File: src/rtl/lms_ctr_oc_mem_pkg.sv
// -----------------------------------------------------------------------------
// lms_ctr_oc_mem_pkg
// Shared constants and state encoding for the lms_ctr on-chip memory loader.
//   ADDR_W / DATA_W / DEPTH : geometry of the 8192x32 target memory
//   BE_ALL                  : byteenable value for every access
//   DEPTH_CNT               : DEPTH expressed in the word_cnt width
//   state_t + ST_*          : loader FSM encoding
// Address arithmetic wraps by truncation to ADDR_W bits, which equals
// "mod DEPTH" only because DEPTH == 2**ADDR_W.
// -----------------------------------------------------------------------------
package lms_ctr_oc_mem_pkg;

  localparam int ADDR_W = 13;
  localparam int DATA_W = 32;
  localparam int DEPTH  = 8192;
  localparam int BE_W   = DATA_W / 8;

  localparam logic [BE_W-1:0]   BE_ALL    = '1;
  localparam logic [ADDR_W:0]   DEPTH_CNT = (ADDR_W + 1)'(DEPTH);

  typedef logic [2:0] state_t;

  localparam state_t ST_IDLE     = 3'd0;
  localparam state_t ST_WRITE    = 3'd1;
  localparam state_t ST_RD_ISSUE = 3'd2;
  localparam state_t ST_RD_DRAIN = 3'd3;
  localparam state_t ST_CHECK    = 3'd4;
  localparam state_t ST_FINISH   = 3'd5;

endpackage

File: src/rtl/lms_ctr_oc_mem_addr_gen.sv
// -----------------------------------------------------------------------------
// lms_ctr_oc_mem_addr_gen
// Loadable word-offset counter shared by the write and readback phases.
//   clk, reset  : clock, asynchronous active-high reset
//   load        : capture load_base/load_cnt and clear the offset
//   rewind      : clear the offset, keep base and count (start of readback)
//   step        : advance the offset by one word
//   addr        : base + offset, wrapping modulo DEPTH
//   last        : the current offset is the final word of the job
//   more        : words remain (offset has not yet reached the count)
// -----------------------------------------------------------------------------
module lms_ctr_oc_mem_addr_gen
  import lms_ctr_oc_mem_pkg::*;
(
  input  logic              clk,
  input  logic              reset,
  input  logic              load,
  input  logic [ADDR_W-1:0] load_base,
  input  logic [ADDR_W:0]   load_cnt,
  input  logic              rewind,
  input  logic              step,
  output logic [ADDR_W-1:0] addr,
  output logic              last,
  output logic              more
);

  logic [ADDR_W-1:0] base_reg;
  logic [ADDR_W:0]   cnt_reg;
  logic [ADDR_W:0]   offset_reg;
  logic [ADDR_W:0]   offset_inc;

  assign offset_inc = offset_reg + (ADDR_W + 1)'(1);

  always_ff @(posedge clk or posedge reset) begin
    if (reset) begin
      base_reg   <= '0;
      cnt_reg    <= '0;
      offset_reg <= '0;
    end else if (load) begin
      base_reg   <= load_base;
      cnt_reg    <= load_cnt;
      offset_reg <= '0;
    end else if (rewind) begin
      // rewind wins over a simultaneous step: the last write hands over
      // directly to the first read address
      offset_reg <= '0;
    end else if (step) begin
      offset_reg <= offset_inc;
    end
  end

  // Truncating the sum to ADDR_W bits is the modulo-DEPTH wrap
  assign addr = base_reg + offset_reg[ADDR_W-1:0];
  assign last = (offset_inc == cnt_reg);
  assign more = (offset_reg != cnt_reg);

endmodule

File: src/rtl/lms_ctr_oc_mem_loader.sv
// -----------------------------------------------------------------------------
// lms_ctr_oc_mem_loader
// Avalon-MM write master that streams 32-bit words into the lms_ctr 8192x32
// on-chip memory at consecutive addresses from a programmed base, keeping an
// additive checksum of everything written.
//
// Optional feature macro: OC_MEM_LOADER_VERIFY_EN
//   defined   : after the write pass the region is read back, summed and
//               compared with the checksum; a mismatch sets error
//   undefined : the job finishes right after the write pass, avm_readdata
//               is ignored
//
// Ports
//   clk, reset        : clock, asynchronous active-high reset
//   start             : one-cycle pulse, latches base_addr/word_cnt when idle
//   abort             : level, terminates an active job with error
//   base_addr         : first word address
//   word_cnt          : number of words, 0..DEPTH (larger -> error)
//   s_data/s_valid/s_ready : input word stream
//   busy, done, error : job status (done is a pulse, error is sticky)
//   checksum          : running sum of written words
//   avm_*             : Avalon-MM master to the memory slave
// -----------------------------------------------------------------------------
module lms_ctr_oc_mem_loader
  import lms_ctr_oc_mem_pkg::*;
(
  input  logic              clk,
  input  logic              reset,
  input  logic              start,
  input  logic              abort,
  input  logic [ADDR_W-1:0] base_addr,
  input  logic [ADDR_W:0]   word_cnt,
  input  logic [DATA_W-1:0] s_data,
  input  logic              s_valid,
  output logic              s_ready,
  output logic              busy,
  output logic              done,
  output logic              error,
  output logic [DATA_W-1:0] checksum,
  output logic [ADDR_W-1:0] avm_address,
  output logic [BE_W-1:0]   avm_byteenable,
  output logic              avm_chipselect,
  output logic              avm_write,
  output logic [DATA_W-1:0] avm_writedata,
  input  logic [DATA_W-1:0] avm_readdata,
  output logic              avm_clken
);

`ifdef OC_MEM_LOADER_VERIFY_EN
  localparam state_t ST_AFTER_WRITE = ST_RD_ISSUE;
`else
  localparam state_t ST_AFTER_WRITE = ST_FINISH;
`endif

  state_t            state_reg;
  logic              busy_reg;
  logic              done_reg;
  logic              error_reg;
  logic              clken_reg;
  logic [DATA_W-1:0] checksum_reg;
  logic              cs_reg;
  logic              wr_reg;
  logic [ADDR_W-1:0] addr_reg;
  logic [DATA_W-1:0] wdata_reg;

  logic              ag_load;
  logic              ag_rewind;
  logic              ag_step;
  logic [ADDR_W-1:0] ag_addr;
  logic              ag_last;
  logic              ag_more;
  logic              ready_int;
  logic              accept;

`ifdef OC_MEM_LOADER_VERIFY_EN
  // rd_valid_reg marks the cycle in which avm_readdata answers the read
  // address that was on the bus one cycle earlier
  logic              rd_valid_reg;
  logic [DATA_W-1:0] rd_sum_reg;
  logic [DATA_W-1:0] rd_sum_next;

  assign rd_sum_next = rd_valid_reg ? (rd_sum_reg + avm_readdata) : rd_sum_reg;
`else
  logic unused_readdata;
  assign unused_readdata = ^avm_readdata;
`endif

  // abort gates ready so a word offered in the abort cycle is never taken
  assign ready_int = (state_reg == ST_WRITE) && ag_more && !abort;
  assign accept    = s_valid && ready_int;

  assign ag_load = (state_reg == ST_IDLE) && start;
  assign ag_step = accept || ((state_reg == ST_RD_ISSUE) && !abort);
`ifdef OC_MEM_LOADER_VERIFY_EN
  assign ag_rewind = accept && ag_last;
`else
  assign ag_rewind = 1'b0;
`endif

  lms_ctr_oc_mem_addr_gen u_addr_gen (
    .clk       (clk),
    .reset     (reset),
    .load      (ag_load),
    .load_base (base_addr),
    .load_cnt  (word_cnt),
    .rewind    (ag_rewind),
    .step      (ag_step),
    .addr      (ag_addr),
    .last      (ag_last),
    .more      (ag_more)
  );

  always_ff @(posedge clk or posedge reset) begin
    if (reset) begin
      state_reg    <= ST_IDLE;
      busy_reg     <= 1'b0;
      done_reg     <= 1'b0;
      error_reg    <= 1'b0;
      clken_reg    <= 1'b0;
      checksum_reg <= '0;
      cs_reg       <= 1'b0;
      wr_reg       <= 1'b0;
      addr_reg     <= '0;
      wdata_reg    <= '0;
`ifdef OC_MEM_LOADER_VERIFY_EN
      rd_valid_reg <= 1'b0;
      rd_sum_reg   <= '0;
`endif
    end else begin
      clken_reg <= 1'b1;
      done_reg  <= 1'b0;
      // bus strobes are single-cycle unless a state re-arms them below
      cs_reg    <= 1'b0;
      wr_reg    <= 1'b0;
`ifdef OC_MEM_LOADER_VERIFY_EN
      rd_valid_reg <= cs_reg && !wr_reg;
      if (rd_valid_reg) begin
        rd_sum_reg <= rd_sum_next;
      end
`endif
      if (abort && (state_reg != ST_IDLE)) begin
        // the access already registered for this cycle still goes out;
        // nothing new is issued
        error_reg <= 1'b1;
        if (state_reg == ST_FINISH) begin
          done_reg  <= 1'b1;
          busy_reg  <= 1'b0;
          state_reg <= ST_IDLE;
        end else begin
          state_reg <= ST_FINISH;
        end
      end else begin
        case (state_reg)
          ST_IDLE: begin
            if (start) begin
              busy_reg     <= 1'b1;
              checksum_reg <= '0;
              error_reg    <= (word_cnt > DEPTH_CNT);
`ifdef OC_MEM_LOADER_VERIFY_EN
              rd_sum_reg   <= '0;
`endif
              if ((word_cnt == '0) || (word_cnt > DEPTH_CNT)) begin
                state_reg <= ST_FINISH;
              end else begin
                state_reg <= ST_WRITE;
              end
            end
          end
          ST_WRITE: begin
            if (accept) begin
              cs_reg       <= 1'b1;
              wr_reg       <= 1'b1;
              addr_reg     <= ag_addr;
              wdata_reg    <= s_data;
              checksum_reg <= checksum_reg + s_data;
              if (ag_last) begin
                state_reg <= ST_AFTER_WRITE;
              end
            end
          end
`ifdef OC_MEM_LOADER_VERIFY_EN
          ST_RD_ISSUE: begin
            cs_reg   <= 1'b1;
            addr_reg <= ag_addr;
            if (ag_last) begin
              state_reg <= ST_RD_DRAIN;
            end
          end
          ST_RD_DRAIN: begin
            state_reg <= ST_CHECK;
          end
          ST_CHECK: begin
            // the final read word arrives this cycle, so compare against
            // the sum that includes it
            if (rd_sum_next != checksum_reg) begin
              error_reg <= 1'b1;
            end
            state_reg <= ST_FINISH;
          end
`endif
          ST_FINISH: begin
            done_reg  <= 1'b1;
            busy_reg  <= 1'b0;
            state_reg <= ST_IDLE;
          end
          default: begin
            state_reg <= ST_IDLE;
          end
        endcase
      end
    end
  end

  assign s_ready        = ready_int;
  assign busy           = busy_reg;
  assign done           = done_reg;
  assign error          = error_reg;
  assign checksum       = checksum_reg;
  assign avm_address    = addr_reg;
  assign avm_chipselect = cs_reg;
  assign avm_write      = wr_reg;
  assign avm_writedata  = wdata_reg;
  assign avm_byteenable = cs_reg ? BE_ALL : '0;
  assign avm_clken      = clken_reg;

endmodule
File: config.mk
export PLATFORM = sky130hd
export DESIGN_NAME = lms_ctr_oc_mem_loader
export DESIGN_NICKNAME = d
export VERILOG_FILES = /design/src/rtl/lms_ctr_oc_mem_pkg.sv /design/src/rtl/lms_ctr_oc_mem_addr_gen.sv /design/src/rtl/lms_ctr_oc_mem_loader.sv
export SDC_FILE = /design/constraint.sdc
export NUM_CORES = 1
export LEC_CHECK = 0
export BUFFER_PORTS_ARGS = -buffer_cell sky130_fd_sc_hd__buf_2
export CAP_MARGIN = 40
export CORE_MARGIN = 2
export CORE_UTILIZATION = 35
export DETAILED_ROUTE_END_ITERATION = 12
export PLACE_DENSITY = 0.59
export SETUP_SLACK_MARGIN = 0.3
export SLEW_MARGIN = 20
export SYNTH_ARGS = -nofsm -noshare
export SYNTH_HDL_FRONTEND = slang
export SYNTH_SLANG_ARGS = --single-unit
export TNS_END_PERCENT = 1
File: constraint.sdc
create_clock -name clk -period 4.6 [get_ports clk]
set_input_delay 0.46 -clock clk [delete_from_list [all_inputs] [get_ports clk]]
set_output_delay 0.46 -clock clk [all_outputs]
set_load 0.02 [all_outputs]
==> results.md, run 1 <==
* Drt total wl at 18,860 microns
* Seq cells post-synth at 125
* # fillers at 2,111
* Slowest stage delay, CP at 0.47 ns
* Worst slew pin tran at roughly 0.58 ns
* Synthesis Warnings at 0
* Die area at 22,520 sq um
* Slew HR at 60.77%
* Layout cells sized above 1 at between 20% and 30%
* Setup tns final at 0 ns
* Gate Count Post-Synth at 802
* Adder-Cell Fraction of Synth Area at ~8.4%
* Area after detailed placement at 8469 sq um
* Multi-input logic area at approximately 4100 sq um
* Leakage power at around 4.6 nW
* PwrDens at 571.0 nW/um^2
* Slowest stage cell, crit path: or4b_1
* Critical path, cell by cell: ha_1, fa_1, a211oi_2, o21bai_2, o2111ai_2, nand2_1, a211o_2, o211a_1, o311a_1, or4b_1, nand3_1
* Worst Reg-to-Reg Cells at 11
* Area Growth Syn to Fin at 22.15%
* Hold crit path type: in -> reg
* ANT cells at 0
* Synth cell types at 71
* CP required at 4.96 ns
* Post-route minimum period at roughly 3.4 ns
* Port Buffers at 151
* RSZ-0062 raised after global routing: false
* Global-route wire length before repair at 30,730 microns
* Final Cell Area at about 9000 sq um
* Setup crit end kind: flop
* Mux cell area share after synthesis at 5.411%
* Hold path cells at 3
* Ys flop type: dfrtp_1
* GRT overflow at 0
* H-tree levels at 4
* Detailed-placement wirelength estimate at 13,880 microns
* Row count at 53
* Post-Synth XOR/XNOR Area at 6.919%
* Syn Std Cell Area at approximately 7500 sq um
* Num ports at 184
* Kind of start point of the critical path: flop
* Status: finished clean
* Core box area at 20,960 sq um
* CTS tree: done
* Post-route ant nets at 0
* Final count of negative-setup-slack endpoints at 0
* Post-synth EDFFs at 0
* Sequential fraction of the synthesis area at about two fifths
* Max_cap viols at 0
* Number of remaining DRC errors at 0
* Starting Density at between 30% and 40%
* Pin count of the biggest net entering global routing at 61
* Syn_area_per_cell at 9.312 sq um
* Fin crit share at 74.60%
* Reg-to-reg critical path startpoint: checksum[0]
* Clk root buf: clkbuf_16
* Clk pin slew, worst setup/hold paths at 0.06 ns
* Simple-gate share of the synthesized area at 16.35%
* Final GP Congestion at between 0.8 and 0.9
* Clock latency at the later pin of the worst-skew pair at 0.43 ns
* Nets@finish at 1,089
* Vias in the first global route at roughly 6,100
* Max Freq at 291.4 MHz
* Routed vias at 6,211
* Clk pwr share at 27.2%
* Max Root-Sink Buffers at 2
* Crit-path max FO at 4
* Initial antenna violation count at 0
* # clock sinks at 125
* Slew Limit Fails at 0
* Drt wl/cell at ~15 microns
* Combinational share of power at between 30% and 40%
* Final Hold Violating Endpoints at 0
* First-pass DRT Iterations at 4
* Sequential power share at between 30% and 40%
* Register area at ~3100 sq um
* Worst reg-to-reg setup slack at about 1.2 ns
* Vias per inst at 5.041
* Arr. time, crit path at 3.79 ns
* Net count after synthesis at 947
* Chip Height at 150.1 microns
* Max rail drop VDD at between 200 and 250 uV
* Int Power at between 3 and 4 mW
* Sw frac at 38.72%
* Post-synth ARST share at 100.0%
* TritonCTS buffer count at 17
* Post-CTS sizing at 0
* Utilization after layout at 43.53%
* CP endpoint: checksum[30]
* Initial detailed-routing violation count at 266
* Critical path origin: checksum[0]
* Worst flop-to-flop path endpoint: checksum[30]
* Synth Area in Compound Gates at roughly 17%
* Critical path class: reg -> reg
* Sw power at 2.017 mW
* GRT Util Overall at 17.36%
* Clk_skew at 0.01642 ns
* Die width at approximately 150 microns
* Largest family of logic cells by synthesized area: compound AO/OA/AOI/OAI gates
-- kinds of logic after synthesis --
kind of cell,after synthesis
buffers and inverters,63
adders and majority gates,49
muxes,36
and+or+nand+nor,275
xor gates and xnor gates,59
other,1
DFF,125
AOI/OAI and AO/OA,194
-- cell type report --
type / instances / share of cell area, %
multi-input combinational: 614 / 44.64
sequential: 125 / 34.29
timing repair buffer: 161 / 9.491
clock buffer: 19 / 4.965
tap: 275 / 3.772
clock inverter: 13 / 1.783
inverter: 25 / 1.056
-- routing by layer --
layer | part of all wire (%) | track usage (%)
met1 | 45 | 21.45
met2 | 49 | 29.34
met3 | 5.7 | 5.396
met4 | 1.1 | 4.623
met5 | 0 | 0
-- per-stage QoR --
stage	total power, mW	setup slack, ns	cells	hold WS (ns)
after CTS	5.272	1.159	1230	0.2063
after global routing	5.575	0.9861	1232	0.2170
after floorplan	3.191	0.8124	802	0.4497
after detailed placement	3.821	0.9743	1198	0.4646
after global placement	3.781	0.9833	1197	0.4606
final	5.209	1.169	1232	0.2334
-- cell usage after synthesis (4+ instances only) --
library cell	instances	area share (%)
and2_1	5	0.42
inv_1	24	1.2
nand3_1	20	1.3
nand4_1	7	0.59
clkbuf_1	28	1.4
a211oi_1	6	0.60
xnor2_1	27	3.2
dfrtp_1	125	42
o31ai_1	10	1.0
a211o_1	5	0.59
o21a_1	7	0.70
a21o_1	8	0.80
a21oi_1	43	2.9
o211ai_1	6	0.60
xor2_1	32	3.8
nand2_1	147	7.4
or2_2	4	0.34
or3_1	9	0.75
and3_1	6	0.50
buf_4	5	0.50
ha_1	47	7.9
a22o_1	5	0.59
nor2_1	45	2.3
mux2_2	35	5.3
nor3_1	10	0.67
o211a_1	4	0.54
o21ai_0	57	3.8
nor4_1	7	0.59
-- worst min path at each step --
stage / start / end / slack (ns)
2_1_floorplan: u_addr_gen.base_reg[0] / u_addr_gen.base_reg[0] / 0.45
3_3_place_gp: avm_address[3] / avm_address[3] / 0.46
3_5_place_dp: avm_address[3] / avm_address[3] / 0.46
4_1_cts: reset / avm_writedata[6] / 0.21
5_1_grt: base_addr[2] / u_addr_gen.base_reg[2] / 0.22
6_report: base_addr[2] / u_addr_gen.base_reg[2] / 0.23
-- repair_timing --
| action | 4_1_cts | 5_1_grt |
|---|---|---|
| buffers inserted | 0 | 0 |
| setup endpoints to repair | 0 | 0 |
| hold buffers | 0 | 1 |
| endpoints found under the hold margin | 0 | 10 |
-- cell usage in the layout, fill, tap and decap left out, types with 5 or more instances in the layout --
cell / netlist / final
buf_2: 3 / 151
nand2_1: 147 / 147
dfrtp_1: 125 / 125
o21ai_0: 57 / 57
ha_1: 47 / 47
nor2_1: 45 / 45
a21oi_1: 43 / 43
mux2_2: 35 / 35
xor2_1: 32 / 32
xnor2_1: 27 / 27
inv_1: 24 / 23
nand3_1: 20 / 20
clkbuf_16: 0 / 17
o31ai_1: 10 / 10
nor3_1: 10 / 10
or3_1: 9 / 9
a21o_1: 8 / 8
nand4_1: 7 / 7
o21a_1: 7 / 7
nor4_1: 7 / 7
buf_4: 5 / 7
o211ai_1: 6 / 6
and3_1: 6 / 6
a211oi_1: 6 / 6
and2_1: 5 / 5
a22o_1: 5 / 5
a211o_1: 5 / 5
-- critical path: cells and delay by family (launching register included) --
kind | cells | cell delay, ns
AOI/OAI and AO/OA | 6 | 1.59
adders and majority gates | 2 | 0.68
DFF | 1 | 0.40
and+or+nand+nor | 3 | 0.71
-- power groups by stage --
| stage | clock network [mW] | logic (mW) | registers [mW] |
|---|---|---|---|
| 6_report | 1.42 | 2.05 | 1.74 |
| 5_1_grt | 1.50 | 2.27 | 1.80 |
| 4_1_cts | 1.45 | 2.07 | 1.75 |
| 3_5_place_dp | 0 | 2.06 | 1.76 |
| 3_3_place_gp | 0 | 2.03 | 1.75 |
| 2_1_floorplan | 0 | 1.16 | 2.03 |
Note: power is estimated with default switching activity, not from simulation.
==> run 2, diff against run 1 <==
--- a/config.mk
+++ b/config.mk
@@ -10,7 +10,7 @@
 export CORE_MARGIN = 2
 export CORE_UTILIZATION = 35
 export DETAILED_ROUTE_END_ITERATION = 12
-export PLACE_DENSITY = 0.59
+export PLACE_DENSITY = 0.61
 export SETUP_SLACK_MARGIN = 0.3
 export SLEW_MARGIN = 20
 export SYNTH_ARGS = -nofsm -noshare
==> constraint.sdc (replaced) <==
create_clock -name clk -period 3.1 [get_ports clk]
set_input_delay 0.31 -clock clk [delete_from_list [all_inputs] [get_ports clk]]
set_output_delay 0.31 -clock clk [all_outputs]
set_load 0.02 [all_outputs]
==> results.md, run 2 (same netlist as run 1, synthesis figures left out) <==
* Area Growth Syn to Fin at 24.28%
* First-pass DRT Iterations at 4
* Final Cell Area at 9281 sq um
* Clk pin slew, worst setup/hold paths at 0.06 ns
* Area after detailed placement at ~8600 sq um
* Final hold slack at 0.08006 ns
* Final GP Congestion at 0.8650
* Vias in the first global route at 6,253
* Worst Reg-to-Reg Cells at 11
* PwrDens at around 840 nW/um^2
* Placed Instances at between 1,000 and 1,500
* Hold crit path type: in -> reg
* Post-route insts no fill at 1,254
* Clock latency at the later pin of the worst-skew pair at about 0.42 ns
* Sequential power share at 33.1%
* CP endpoint: checksum[30]
* Pin count of the biggest net entering global routing at approximately 130
* CTS tree: done
* Die width at roughly 150 microns
* Layout cells sized above 1 at 28.43%
* Crit-path max FO at 2
* Clk root buf: clkbuf_16
* GRT overflow at 0
* RSZ-0062 raised after global routing: true
* Slew Limit Fails at 0
* Critical path origin: checksum[0]
* Die area at about 23,000 sq um
* Drt wl/cell at 15.23 microns
* Worst reg-to-reg setup slack at 0.03 ns
* GRT Util Overall at 17.62%
* Post-route setup slack at 0.02893 ns
* Sw power at around 3 mW
* Vias per inst at 5.058
* Kind of start point of the critical path: flop
* Setup crit end kind: flop
* Initial detailed-routing violation count at 250
* Critical path class: reg -> reg
* Max rail drop VDD at 411.5 uV
* Initial antenna violation count at 1
* Max_cap viols at 0
* Routed vias at about 6,300
* Clk_skew at about 0.011 ns
* # fillers at 2,108
* Nets@finish at 1,110
* Worst flop-to-flop path endpoint: checksum[30]
* Max Root-Sink Buffers at 2
* Detailed-placement wirelength estimate at 13,890 microns
* Final count of negative-setup-slack endpoints at 0
* Clk pwr share at 26.6%
* Post-route minimum period at about 3.1 ns
* Setup tns final at 0 ns
* Final Hold Violating Endpoints at 0
* Starting Density at a little over a third
* Post-route ant nets at 0
* Int Power at 4.788 mW
* Num ports at roughly 180
* Port Buffers at 151
* Most frequent cells in the layout: 151 x buf_2, 146 x nand2_1, 124 x dfrtp_1
* Arr. time, crit path at ~3.4 ns
* TritonCTS buffer count at 17
* Worst slew pin tran at 0.6838 ns
* Slew HR at between 50% and 60%
* Leakage power at approximately 4.7 nW
* Max Freq at 325.6 MHz
* Pre-CTS setup slack at -0.2137 ns
* Reg-to-reg critical path startpoint: checksum[0]
* CP required at 3.46 ns
* Commonest non-fill, non-tap cell in the layout: buf_2
* H-tree levels at 4
* Global-route wire length before repair at 31,160 microns
* Core box area at roughly 21,000 sq um
* # clock sinks at 125
* Drt total wl at between 15,000 and 20,000 microns
* Fin crit share at 99.07%
* Number of remaining DRC errors at 0
* Row count at 53
* Combinational share of power at 40.3%
* Chip Height at 150.1 microns
* Status: finished clean
* Sw frac at 38.48%
run 2: per-layer routing:
layer | part of all wire [%] | global-route usage (%)
met1 | 44 | 21.31
met5 | 0 | 0
met4 | 1.5 | 5.472
met3 | 6.1 | 5.366
met2 | 49 | 30.05
run 2: worst min-delay path by stage:
stage	from	end	slack, ns	cells after the start
after CTS	base_addr[11]	u_addr_gen.base_reg[11]	0.07	3
after global routing	base_addr[2]	u_addr_gen.base_reg[2]	0.07	3
after floorplan	base_addr[0]	u_addr_gen.base_reg[0]	0.42	2
final	base_addr[0]	u_addr_gen.base_reg[0]	0.08	3
after global placement	avm_address[4]	avm_address[4]	0.46	2
after detailed placement	avm_address[10]	avm_address[10]	0.47	2
run 2: worst max-delay path, stage by stage (launching register included):
cell and delay, ns:
dfrtp_1 0.41, ha_4 0.18, fa_2 0.34, a211oi_2 0.20
o21bai_2 0.09, o2111ai_2 0.27, nand2_2 0.11, a211o_4 0.35
o211a_1 0.22, o311a_1 0.30, or4b_1 0.46, nand3_1 0.08
run 2: final cells by class:
| type | instances | area [sq um] | share of cell area, % |
|---|---|---|---|
| antenna | 1 | 2.502 | 0.02696 |
| clock buffer | 21 | 460.4 | 4.961 |
| clock inverter | 11 | 140.1 | 1.510 |
| inverter | 25 | 97.59 | 1.051 |
| multi-input combinational | 614 | 4106 | 44.24 |
| sequential | 125 | 3129 | 33.72 |
| tap | 275 | 344.1 | 3.707 |
| timing repair buffer | 182 | 1001 | 10.78 |
run 2: power groups by stage:
stage | Combinational [mW] | Clock (mW) | Sequential, mW
floorplan | 1.72 | 0 | 3.02
global placement | 3.10 | 0 | 2.58
detailed placement | 3.14 | 0 | 2.59
CTS | 3.16 | 2.12 | 2.58
global route | 3.47 | 2.21 | 2.66
finish | 3.14 | 2.07 | 2.57
run 2: per-stage QoR:
stage / power, mW / utilization (%)
after floorplan: 4.736 / -
after global placement: 5.686 / 41.18
after detailed placement: 5.730 / 41.18
after CTS: 7.865 / 44.15
after global routing: 8.347 / 44.28
final: 7.783 / 44.29
run 2: repair_timing:
action                                  4_1_cts  5_1_grt
hold buffers                                  0        0
gates resized for setup                       3        9
buffers inserted                              1        1
pin swaps                                     9        5
endpoints found under the setup margin       13       20
